===== src/rtl/temp_fan_scheduler.sv =====
// Temperature-driven fan scheduler.
// Periodically requests a sample from a temperature sensor, waits a bounded time
// for the acknowledge, and debounces the hot/cool decision into a fan command.
// A missed acknowledge raises a sticky error and forces the fan on as a fail-safe.
// Optional feature: define TEMP_FAN_HYST_EN to add a hysteresis band between
// TEMP_OFF and TEMP_ON; without it, anything below TEMP_ON counts as cool.
module temp_fan_scheduler #(
  parameter int unsigned SAMPLE_PERIOD = 16,
  parameter int unsigned ACK_TIMEOUT   = 8,
  parameter int unsigned DEBOUNCE_N    = 3,
  parameter logic [2:0]  TEMP_ON       = 3'b100,
  parameter logic [2:0]  TEMP_OFF      = 3'b011
) (
  input  logic       clk,
  input  logic       reset_n,
  input  logic       enable,
  input  logic [2:0] temp,
  input  logic       temp_valid,
  output logic       sample_req,
  output logic       over_temp,
  output logic       fan_on,
  output logic       timeout_err
);

  localparam logic [15:0] PeriodLast = 16'(SAMPLE_PERIOD - 1);
  localparam logic [7:0]  AckLast    = 8'(ACK_TIMEOUT - 1);
  localparam logic [3:0]  DebMax     = 4'(DEBOUNCE_N);

  typedef enum logic [1:0] {
    IDLE = 2'd0,
    REQ  = 2'd1,
    EVAL = 2'd2
  } state_e;

  state_e      state_q;
  logic [15:0] periodCnt_q;
  logic [7:0]  ackCnt_q;
  logic [3:0]  hotCnt_q;
  logic [3:0]  coolCnt_q;
  logic [2:0]  tempLat_q;
  logic        sampleReq_q;
  logic        overTemp_q;
  logic        fanOn_q;
  logic        timeoutErr_q;

  logic        isHot;
  logic        isCool;
  logic [3:0]  hotCnt_d;
  logic [3:0]  coolCnt_d;
  logic        fanOn_d;
  logic        overTemp_d;

`ifdef TEMP_FAN_HYST_EN
  // Hysteresis build: only samples at or below TEMP_OFF count as cool.
  always_comb begin
    isCool = (tempLat_q <= TEMP_OFF);
  end
`else
  logic [2:0] unusedTempOff;
  assign unusedTempOff = TEMP_OFF;

  // Plain build: every sample that is not hot is cool, so there is no neutral band.
  always_comb begin
    isCool = !isHot;
  end
`endif

  // Classify the latched sample and work out the debounce result applied on the EVAL exit edge.
  always_comb begin
    isHot      = (tempLat_q >= TEMP_ON);
    overTemp_d = isHot;
    hotCnt_d   = 4'd0;
    coolCnt_d  = 4'd0;
    fanOn_d    = fanOn_q;
    if (isHot) begin
      hotCnt_d = (hotCnt_q == DebMax) ? DebMax : hotCnt_q + 4'd1;
      if (hotCnt_d == DebMax) begin
        fanOn_d = 1'b1;
      end
    end else if (isCool) begin
      coolCnt_d = (coolCnt_q == DebMax) ? DebMax : coolCnt_q + 4'd1;
      if (coolCnt_d == DebMax) begin
        fanOn_d = 1'b0;
      end
    end
  end

  // Scheduler FSM with all outputs registered; disabling parks it in IDLE but keeps the fan decision.
  always_ff @(posedge clk or negedge reset_n) begin
    if (!reset_n) begin
      state_q      <= IDLE;
      periodCnt_q  <= 16'd0;
      ackCnt_q     <= 8'd0;
      hotCnt_q     <= 4'd0;
      coolCnt_q    <= 4'd0;
      tempLat_q    <= 3'd0;
      sampleReq_q  <= 1'b0;
      overTemp_q   <= 1'b0;
      fanOn_q      <= 1'b0;
      timeoutErr_q <= 1'b0;
    end else if (!enable) begin
      state_q     <= IDLE;
      periodCnt_q <= 16'd0;
      ackCnt_q    <= 8'd0;
      sampleReq_q <= 1'b0;
    end else begin
      case (state_q)
        IDLE: begin
          if (periodCnt_q == PeriodLast) begin
            periodCnt_q <= 16'd0;
            sampleReq_q <= 1'b1;
            state_q     <= REQ;
          end else begin
            periodCnt_q <= periodCnt_q + 16'd1;
          end
        end
        REQ: begin
          if (temp_valid) begin
            tempLat_q    <= temp;
            timeoutErr_q <= 1'b0;
            sampleReq_q  <= 1'b0;
            ackCnt_q     <= 8'd0;
            state_q      <= EVAL;
          end else if (ackCnt_q == AckLast) begin
            ackCnt_q     <= 8'd0;
            sampleReq_q  <= 1'b0;
            timeoutErr_q <= 1'b1;
            hotCnt_q     <= 4'd0;
            coolCnt_q    <= 4'd0;
            fanOn_q      <= 1'b1;
            state_q      <= IDLE;
          end else begin
            ackCnt_q <= ackCnt_q + 8'd1;
          end
        end
        EVAL: begin
          overTemp_q <= overTemp_d;
          hotCnt_q   <= hotCnt_d;
          coolCnt_q  <= coolCnt_d;
          fanOn_q    <= fanOn_d;
          state_q    <= IDLE;
        end
        default: begin
          state_q <= IDLE;
        end
      endcase
    end
  end

  assign sample_req  = sampleReq_q;
  assign over_temp   = overTemp_q;
  assign fan_on      = fanOn_q;
  assign timeout_err = timeoutErr_q;

endmodule


===== config.mk =====
export PLATFORM = sky130hd
export DESIGN_NAME = temp_fan_scheduler
export DESIGN_NICKNAME = d
export VERILOG_FILES = /design/src/rtl/temp_fan_scheduler.sv
export SDC_FILE = /design/constraint.sdc
export NUM_CORES = 1
export LEC_CHECK = 0
export ABC_AREA = 1
export CORE_MARGIN = 1
export CORE_UTILIZATION = 40
export DETAILED_ROUTE_END_ITERATION = 10
export SYNTH_ARGS = -nofsm -noshare
export SYNTH_HDL_FRONTEND = slang
export SYNTH_SLANG_ARGS = --single-unit

===== constraint.sdc =====
create_clock -name clk -period 1.55 [get_ports clk]
set_input_delay 0.31 -clock clk [delete_from_list [all_inputs] [get_ports clk]]
set_output_delay 0.31 -clock clk [all_outputs]
set_load 0.1 [all_outputs]

# ---- Word-level counts from Yosys, hierarchy flattened
# Index checks and enable logic that the tools add are counted.
dict set report op_classes {
  add_sub_neg 4
  magnitude_cmp 1
  n_eq_ne 17
  mux 32
  reduce_logical 10
}
# op count
set ops {}
lappend ops {{16-bit 2-to-1 mux} 3}
lappend ops {{8-bit 2-to-1 mux} 4}
lappend ops {{4-bit 2-to-1 mux} 6}
lappend ops {{16-bit by 1-bit adder with 16-bit output (second input constant)} 1}
lappend ops {{16-bit by 4-bit equality test with 1-bit output (second input constant)} 1}
lappend ops {{4-bit by 2-bit equality test with 1-bit output (second input constant)} 4}
lappend ops {{4-bit one-hot mux with 2 select lines} 2}
lappend ops {{1-bit 2-to-1 mux} 10}
lappend ops {{3-bit != test (second input constant)} 3}
lappend ops {{3-bit AND reduction} 3}
lappend ops {{4-bit by 1-bit adder with 4-bit output (second input constant)} 2}
lappend ops {{8-bit by 1-bit adder with 8-bit output (second input constant)} 1}
lappend ops {{8-bit by 3-bit equality test with 1-bit output (second input constant)} 1}
lappend ops {{2-bit 2-to-1 mux} 4}
lappend ops {{6-bit AND reduction} 1}
lappend ops {{2-bit by 1-bit != test with 1-bit output (second input constant)} 2}
lappend ops {{2-bit != test (second input constant)} 2}
lappend ops {{4-bit != test (second input constant)} 1}
lappend ops {{1-bit one-hot mux with 2 select lines} 2}
lappend ops {{2-bit one-hot mux with 2 select lines} 1}
lappend ops {{2-bit AND reduction} 2}
lappend ops {{4-bit AND reduction} 1}
lappend ops {{2-bit nonzero test} 2}
lappend ops {{3-bit >= comparator (second input constant)} 1}
lappend ops {{4 further kinds} 4}
dict set report totals {
  ff_bits 41
  in_bits 7
  word_cells 74
}

# ---- Longest topological paths before layout
# Gate-level depths: netlist of run 1.
dict set report depth {
  ltp_word 6
  ltp_mapped 10
  depth_no_buf 10
}

# ---- Worst setup path after synthesis of run 1
# OpenSTA, ideal clock, no wires.
dict set report synth_path {
  path_type {flip-flop to flip-flop}
  start {register periodCnt_q[0]}
  end {register sampleReq_q, in the netlist sample_req}
  setup_ns 0.122
  arrival_ns 1.241
  required_time_ns 1.428
  path_slack_ns 0.187
  path_stages_with_launch 11
  path_buffers 0
  cell_sequence {dfrtp_1 > ha_1 > nand2_2 > nor2_2 > inv_2 > nor2_4 > nand2_2 > nand2_4 > nand3_2 > nand2_1 > nand2_1}
}
dict set report synth_between {
  elab_chain_len 3
}
# item line
set synth_rtl {}
lappend synth_rtl {{start: declaration} 36} ;# logic [15:0] periodCnt_q;
lappend synth_rtl {{start signal: assignment} 114} ;# periodCnt_q <= periodCnt_q + 16'd1;
lappend synth_rtl {{16-bit by 4-bit equality test with 1-bit output} 109} ;# if (periodCnt_q == PeriodLast) begin
lappend synth_rtl {{3-bit != test (no source line)} --}
lappend synth_rtl {{3-bit AND reduction (no source line)} --}
lappend synth_rtl {{end signal: assignment} 105} ;# sampleReq_q <= 1'b0;
lappend synth_rtl {{end signal: assignment} 111} ;# sampleReq_q <= 1'b1;
lappend synth_rtl {{end signal: assignment} 121} ;# sampleReq_q <= 1'b0;
lappend synth_rtl {{end: declaration} 41} ;# logic sampleReq_q;
# Every way passes these cells.
# A chain may end at the register's enable or synchronous reset.

# ---- Worst setup path after layout of run 1
dict set report layout_path {
  start {register periodCnt_q[1]}
  end {register periodCnt_q[6]}
}
dict set report layout_between {
  elab_chain_len 4
  word_cells_on_any_way 5
  classes_between {1 x add/sub; 1 x eq/ne; 3 x mux}
}
# item line
set layout_rtl {}
lappend layout_rtl {{16-bit by 1-bit adder with 16-bit output or 16-bit by 4-bit equality test with 1-bit output (tied branches)} {114, 109}}
lappend layout_rtl {{16-bit 2-to-1 mux (*)} 109}
lappend layout_rtl {{16-bit 2-to-1 mux (*)} 107} ;# case (state_q)
lappend layout_rtl {{16-bit 2-to-1 mux (*)} 101} ;# end else if (!enable) begin
# Mark *: on every way between the ends. The rest lies on a longest branch, timed or not. The select of a mux whose other input is x is not followed.

==> results of run 1 <==
logic make-up after synthesis:
group,after synthesis
AOI/OAI and AO/OA,40
xor gates and xnor gates,9
adders and majority gates,4
buffers and inverters,45
DFF,39
and+or+nand+nor,157
layout make-up:
cell class | count | area share [%]
Sequential cell | 39 | 34.3
Clock inverter | 2 | 1.23
Inverter | 42 | 5.62
Multi-Input combinational cell | 210 | 42.7
Clock buffer | 6 | 2.90
Tap cell | 72 | 3.16
Timing Repair Buffer | 29 | 10.1
placed cells by master, fill, tap and decap left out, types with 9 or more instances in the layout:
cell / Yosys / final
buf_4: 2 / 19
dfrtp_1: 39 / 39
inv_1: 39 / 39
nand2_1: 80 / 80
nand3_1: 16 / 14
nand3_2: 8 / 10
nand4_1: 9 / 9
nor2_1: 19 / 18
o21ai_0: 9 / 9
o21ai_2: 10 / 10
xor2_1: 9 / 9
metal layers:
| metal | track usage [%] | routed length, microns | vias up |
|---|---|---|---|
| met3 | 3.45 | 89 | 8 |
| li1 | - | - | 1019 |
| met4 | 7.22 | 87 | 0 |
| met1 | 22.9 | 2390 | 876 |
| met2 | 26.1 | 2050 | 11 |
| met5 | 0 | 0 | - |
per-stage QoR:
step                      cells  setup slack (ns)  TNS [ns]
after floorplan             294             0.187         0
after global placement      389            -0.115     -1.28
after detailed placement    389            -0.130     -1.61
after CTS                   398            0.0273         0
after global routing        400           -0.0143   -0.0319
final                       400            0.0744         0
worst max-delay path: cells and delay by family (launching register included):
kind / cells / cell delay (ns)
compound gates: 1 / 0.06
fa+ha+maj: 1 / 0.20
buf+inv: 2 / 0.15
flops: 1 / 0.38
simple gates: 6 / 0.56
final timing paths:
kind / start / to / depth (start not counted)
worst max-delay path: periodCnt_q[1]$_DFFE_PN0P_ / periodCnt_q[6]$_DFFE_PN0P_ / 10
worst min-delay path: reset_n / periodCnt_q[9]$_DFFE_PN0P_ / 2
worst max register to register: periodCnt_q[1]$_DFFE_PN0P_ / periodCnt_q[6]$_DFFE_PN0P_ / 10
worst min register to register: coolCnt_q[1]$_DFFE_PN0P_ / coolCnt_q[1]$_DFFE_PN0P_ / 2
max in group asynchronous: reset_n / ackCnt_q[6]$_DFFE_PN0N_ / 3
min in group clk: coolCnt_q[1]$_DFFE_PN0P_ / coolCnt_q[1]$_DFFE_PN0P_ / 2
power groups by stage:
stage / sequential [uW] / clock (uW) / combinational, uW
6_report: 1190 / 899 / 746
5_1_grt: 1200 / 966 / 801
4_1_cts: 1190 / 924 / 741
3_5_place_dp: 1210 / 0 / 739
3_3_place_gp: 1210 / 0 / 733
2_1_floorplan: 1410 / 0 / 235
registers in the layout, indices dropped and copies added (netlist names):
register,flops
timeout_err,1
over_temp,1
fan_on,1
hotCnt_q,4
coolCnt_q,4
state_q,2
sample_req,1
periodCnt_q,16
tempLat_q,1
ackCnt_q,8
what timing repair did:
action	CTS	global route
endpoints found under the setup margin	0	13
gates resized for setup	0	6
endpoints found under the hold margin	15	0
setup buffers	0	2
hold buffers	1	0
==> results_dict.tcl, run 1 <==
set metrics [dict create \
    status "finished clean" \
    cpPeakStageDelay_ns 0.38 \
    synth_mux_area_share_pct 0 \
    multi_input_area_sq_um 1220 \
    regArea_sq_um 976 \
    core_sq_um 5610 \
    synth_cell_types 31 \
    p_total_uw 2830 \
    gp_congestion 0.814 \
    p_clk_share_pct 31.7 \
    maxSlewHeadroom_pct 69.9 \
    synth-xor-area-share_pct 3.35 \
    htree_levels 2 \
    critical_path_required_ns 1.72 \
    die_h_microns 78.7 \
    yosys-top-cells-area "dfrtp_1 (41%), nand2_1 (13%), inv_1 (6.2%), o21ai_2 (3.7%), nand3_1 (3.4%)" \
    start_kind "flip-flop" \
    path_clk_slew_ns 0.08 \
    worstHoldPathType "in -> async" \
    p_leak_uw 0.00130 \
    power.density_nw_per_um2 995 \
    routed_via_density 4.79 \
    yosysMostFrequentCell "nand2_1" \
    yosys-top-cells-count "nand2_1 (80), dfrtp_1 (39), inv_1 (39)" \
    fill_cells 550 \
    first_iter_violations 98 \
    synthArstFlopShare_pct 100 \
    post-dp-hpwl_microns 3570 \
    antenna_left 0 \
    die-width_microns 78.7 \
    slowest_stage "dfrtp_1" \
    cts_buffers 5 \
    syn_inst 294 \
    portBuffers 8 \
    synth_edf_count 0 \
    fin_hold_ws_ns 0.471 \
    cp_cell_sequence "ha_2, nand2_2, nor2_2, inv_2, nor2_4, nand2_2, nand2_4, inv_4, nand3_2, o21ai_1" \
    fmax_ghz 0.678 \
    synthAdderAreaFrac_pct 2.12 \
    synthToLayoutAreaGrowth_pct 20.9 \
    antenna_found_initial 0 \
    grt.total_usage_pct 16.9 \
    cap_viol_max_count 0 \
    rsz0062_at_grt "true" \
    yosysTopAreaCell "dfrtp_1" \
    totalWireLength_microns 4610 \
    finalCriticalPeriod_ns 1.48 \
    grt_max_degree 25 \
    power.switching_uw 939 \
    cts_root_buffer "clkbuf_8" \
    hold_viol_final 0 \
    io_pins 11 \
    syn_nets 305 \
    end_kind "flip-flop" \
    worstMarginPinSlew_ns 0.451 \
    start_util_pct 42.0 \
    switching_share_pct 33.1 \
    sequentialPowerShare_pct 41.9 \
    dr.pass1.iters 4 \
    diodes 0 \
    drc_errors 0 \
    finalInstanceArea_sq_um 2850 \
    num_vias 1914 \
    ys_ff_latch 39 \
    cp_data_arrival_time_ns 1.65 \
    nets 338 \
    ir_drop_mv 0.830 \
    post-route-period-util_pct 95.2 \
    clk_latency_ns 0.30 \
    p_int_uw 1890 \
    post-route-util_pct 50.8 \
    cts_max_path_buffers 2 \
    rrSetupSlack_ns 0.07 \
    drv_slew 0 \
    grt_overflow 0 \
    clock_sinks 39 \
    drive_above_1_share_pct 24.7 \
    ys.flop_type "dfrtp_1" \
    synth_warnings 0 \
    seq_area_frac_synth_pct 41.4 \
    cts_tree "built" \
    grt_pass1_wl_microns 8080 \
    avgSynthCellArea_sq_um 8.01 \
    synth_top_family_by_area "simple AND/OR/NAND/NOR gates" \
    combPwrFrac_pct 26.3 \
    cp_max_fo 9 \
    setup_violations 0 \
    synthSimpleGateAreaFrac_pct 34.0 \
    synth_compound_area_share_pct 11.2 \
    synth_top_cell_area_share_pct 41.4 \
    skew_ns 0.00535 \
    placed_cell_area_sq_um 2680 \
    grt_pass1_vias 1821 \
    synthesis.area_sq_um 2360 \
    rows 27 \
    dieArea_sq_um 6200 \
    wl_per_cell_microns 11.5 \
    setup.worst_path.class "reg -> reg" \
    crit_top_cell "nand2_2" \
]
(Power assumes the default switching activity.)
==> run 2, diff against run 1 <==
ABC_AREA = default   (was 1)
==> results_dict.tcl, run 2 <==
set metrics [dict create \
    syn_inst 223 \
    path_clk_slew_ns 0.08 \
    die_h_microns 74.1 \
    fin_ws_ns -0.382 \
    synthesis.area_sq_um 2080 \
    post-route-period-util_pct 125 \
    synth-xor-area-share_pct 0.421 \
    cp_cell_sequence "or4_4, nor4_4, buf_4, nor2_4, a21oi_1, a31oi_1" \
    die-width_microns 74.1 \
    cts_root_buffer "clkbuf_8" \
    synth_warnings 0 \
    critical_path_required_ns 1.71 \
    end_kind "flip-flop" \
    syn_nets 234 \
    clk_latency_ns 0.29 \
    yosys-top-cells-count "dfrtp_1 (39), nand2_1 (22), o21ai_1 (18)" \
    gp_congestion 0.819 \
    pre_cts_ws_ns -0.580 \
    largest_reg_flops 16 \
    grt_max_degree 40 \
    dr.pass1.iters 4 \
    setup.worst_path.class "reg -> reg" \
    cpPeakStageDelay_ns 0.56 \
    hold_viol_final 0 \
    grt_overflow 0 \
    synthToLayoutAreaGrowth_pct 52.5 \
    ir_drop_mv 0.928 \
    routed_via_density 5.51 \
    antenna_found_initial 0 \
    skew_ns 0.00770 \
    yosys-top-cells-area "dfrtp_1 (47%), o21ai_1 (4.3%), a31oi_1 (4.2%), nand2_1 (4.0%), nand3_1 (3.4%)" \
    htree_levels 2 \
    synthArstFlopShare_pct 100 \
    drc_errors 0 \
    rows 25 \
    synth_top_family_by_area "simple AND/OR/NAND/NOR gates" \
    power.density_nw_per_um2 915 \
    slowest_stage "or4_4" \
    post-route-util_pct 65.4 \
    violations "setup timing" \
    grt.total_usage_pct 21.9 \
    post-dp-hpwl_microns 3520 \
    finalCriticalPeriod_ns 1.93 \
    seq_area_frac_synth_pct 46.9 \
    cts_max_path_buffers 2 \
    cp_max_fo 11 \
    wl_per_cell_microns 15.0 \
    cts_tree "built" \
    yosysMostFrequentCell "dfrtp_1" \
    synth_compound_area_share_pct 21.2 \
    drv_slew 0 \
    worstHoldPathType "in -> async" \
    final_common_cell "buf_4" \
    status "complete, but fails checks" \
    worstMarginPinSlew_ns 0.511 \
    ys_ff_latch 39 \
    start_util_pct 42.9 \
    cap_viol_max_count 0 \
    cts_buffers 5 \
    reg_top3 "periodCnt_q: 16 flops, ackCnt_q: 8 flops" \
    synth_mux_area_share_pct 2.11 \
    synth_cell_types 47 \
    maxSlewHeadroom_pct 66.0 \
    synthAdderAreaFrac_pct 2.89 \
    ys.flop_type "dfrtp_1" \
    rsz0062_at_grt "true" \
    dieArea_sq_um 5490 \
    first_iter_violations 89 \
    critPathTopFamily "simple AND/OR/NAND/NOR gates" \
    totalWireLength_microns 5570 \
    fmax_ghz 0.518 \
    grt_pass1_vias 2013 \
    regMostFlops "periodCnt_q" \
    start_kind "flip-flop" \
    setup_violations 26 \
    num_vias 2049 \
    cp_data_arrival_time_ns 2.09 \
    synth_edf_count 0 \
    io_pins 11 \
    synth_top_cell_area_share_pct 46.9 \
    p_leak_uw 0.00141 \
    nets 315 \
    clock_sinks 39 \
    core_sq_um 4850 \
    diodes 0 \
    grt_pass1_wl_microns 9190 \
    crit_buf_inv 1 \
    antenna_left 0 \
    portBuffers 8 \
    yosysTopAreaCell "dfrtp_1" \
    final_cell_mix "buf_4 (62), dfrtp_1 (39), nand2_1 (20), o21ai_1 (15)" \
    avgSynthCellArea_sq_um 9.33 \
    synthSimpleGateAreaFrac_pct 23.5 \
    drive_above_1_share_pct 42.6 \
]
run 2: path summary, 6_finish.rpt:
check / startpoint / endpoint / cells after the start / slack, ns
worst min-delay path: reset_n / hotCnt_q[1]$_DFFE_PN0P_ / 2 / 0.06
max in group asynchronous: reset_n / periodCnt_q[15]$_DFFE_PN0P_ / 2 / 1.12
worst min register to register: timeout_err$_DFFE_PN0P_ / timeout_err$_DFFE_PN0P_ / 2 / 0.56
worst max-delay path: periodCnt_q[14]$_DFFE_PN0P_ / periodCnt_q[12]$_DFFE_PN0P_ / 6 / -0.38
worst max register to register: periodCnt_q[14]$_DFFE_PN0P_ / periodCnt_q[12]$_DFFE_PN0P_ / 6 / -0.38
min in group clk: enable / timeout_err$_DFFE_PN0P_ / 3 / 0.50
run 2: worst reg2reg max path, cell delays in order (launching register included):
cell     delay [ns]
dfrtp_1        0.38
or4_4          0.56
nor4_4         0.35
buf_4          0.19
nor2_4         0.07
a21oi_1        0.19
a31oi_1        0.07
run 2: per-layer routing:
layer,global-route usage [%],part of all wire [%]
met2,34.8,49
met5,0,0
met3,4.47,3.4
met1,29.5,45
met4,8.33,1.9
run 2: per-stage QoR:
stage	cells	total power [uW]	area, sq um	hold WS [ns]	setup TNS, ns
5_1_grt	372	3050	3170	0.0967	-8.57
3_3_place_gp	348	1940	2740	0.402	-12.85
2_1_floorplan	223	1620	2150	0.0144	-4.10
6_report	372	2900	3170	0.0641	-6.29
3_5_place_dp	348	1950	2740	0.399	-13.94
4_1_cts	366	2890	3050	0.0840	-4.92
run 2: layout make-up:
type                    instances  area, sq um
fillers                       389         1680
multi-input cells             172         1290
flip-flops and latches         39          976
repair buffers                 79          679
well taps                      67         83.8
clock buffers                   6         82.6
clock inverters                 2         35.0
inverters                       7         26.3
run 2: kinds of logic after synthesis:
group / Yosys count
AOI/OAI and AO/OA: 72
buffers and inverters: 14
DFF: 39
muxes: 4
adders and majority gates: 5
and+or+nand+nor: 88
xor gates and xnor gates: 1
run 2: power by group:
| group | leakage (uW) | switching [uW] | internal [uW] |
|---|---|---|---|
| Sequential | 0.000531 | 89.0 | 1100 |
| Combinational | 0.000815 | 483 | 349 |
| Clock | 0.0000612 | 364 | 521 |
| Total | 0.00141 | 936 | 1970 |
run 2: repair_timing:
action | 4_1_cts | 5_1_grt
endpoints found under the hold margin | 0 | 0
setup endpoints to repair | 30 | 33
hold buffers | 0 | 0
pin swaps | 14 | 14
buffers inserted | 9 | 9
gates resized for setup | 29 | 24
cloned | 1 | 1
==> run 3, diff against run 2 <==
CORE_MARGIN = default   (was 1)
SLEW_MARGIN = 15   (was default)
==> results of run 3 <==
The final DEF is identical to that of run 2; final timing and power are the same.
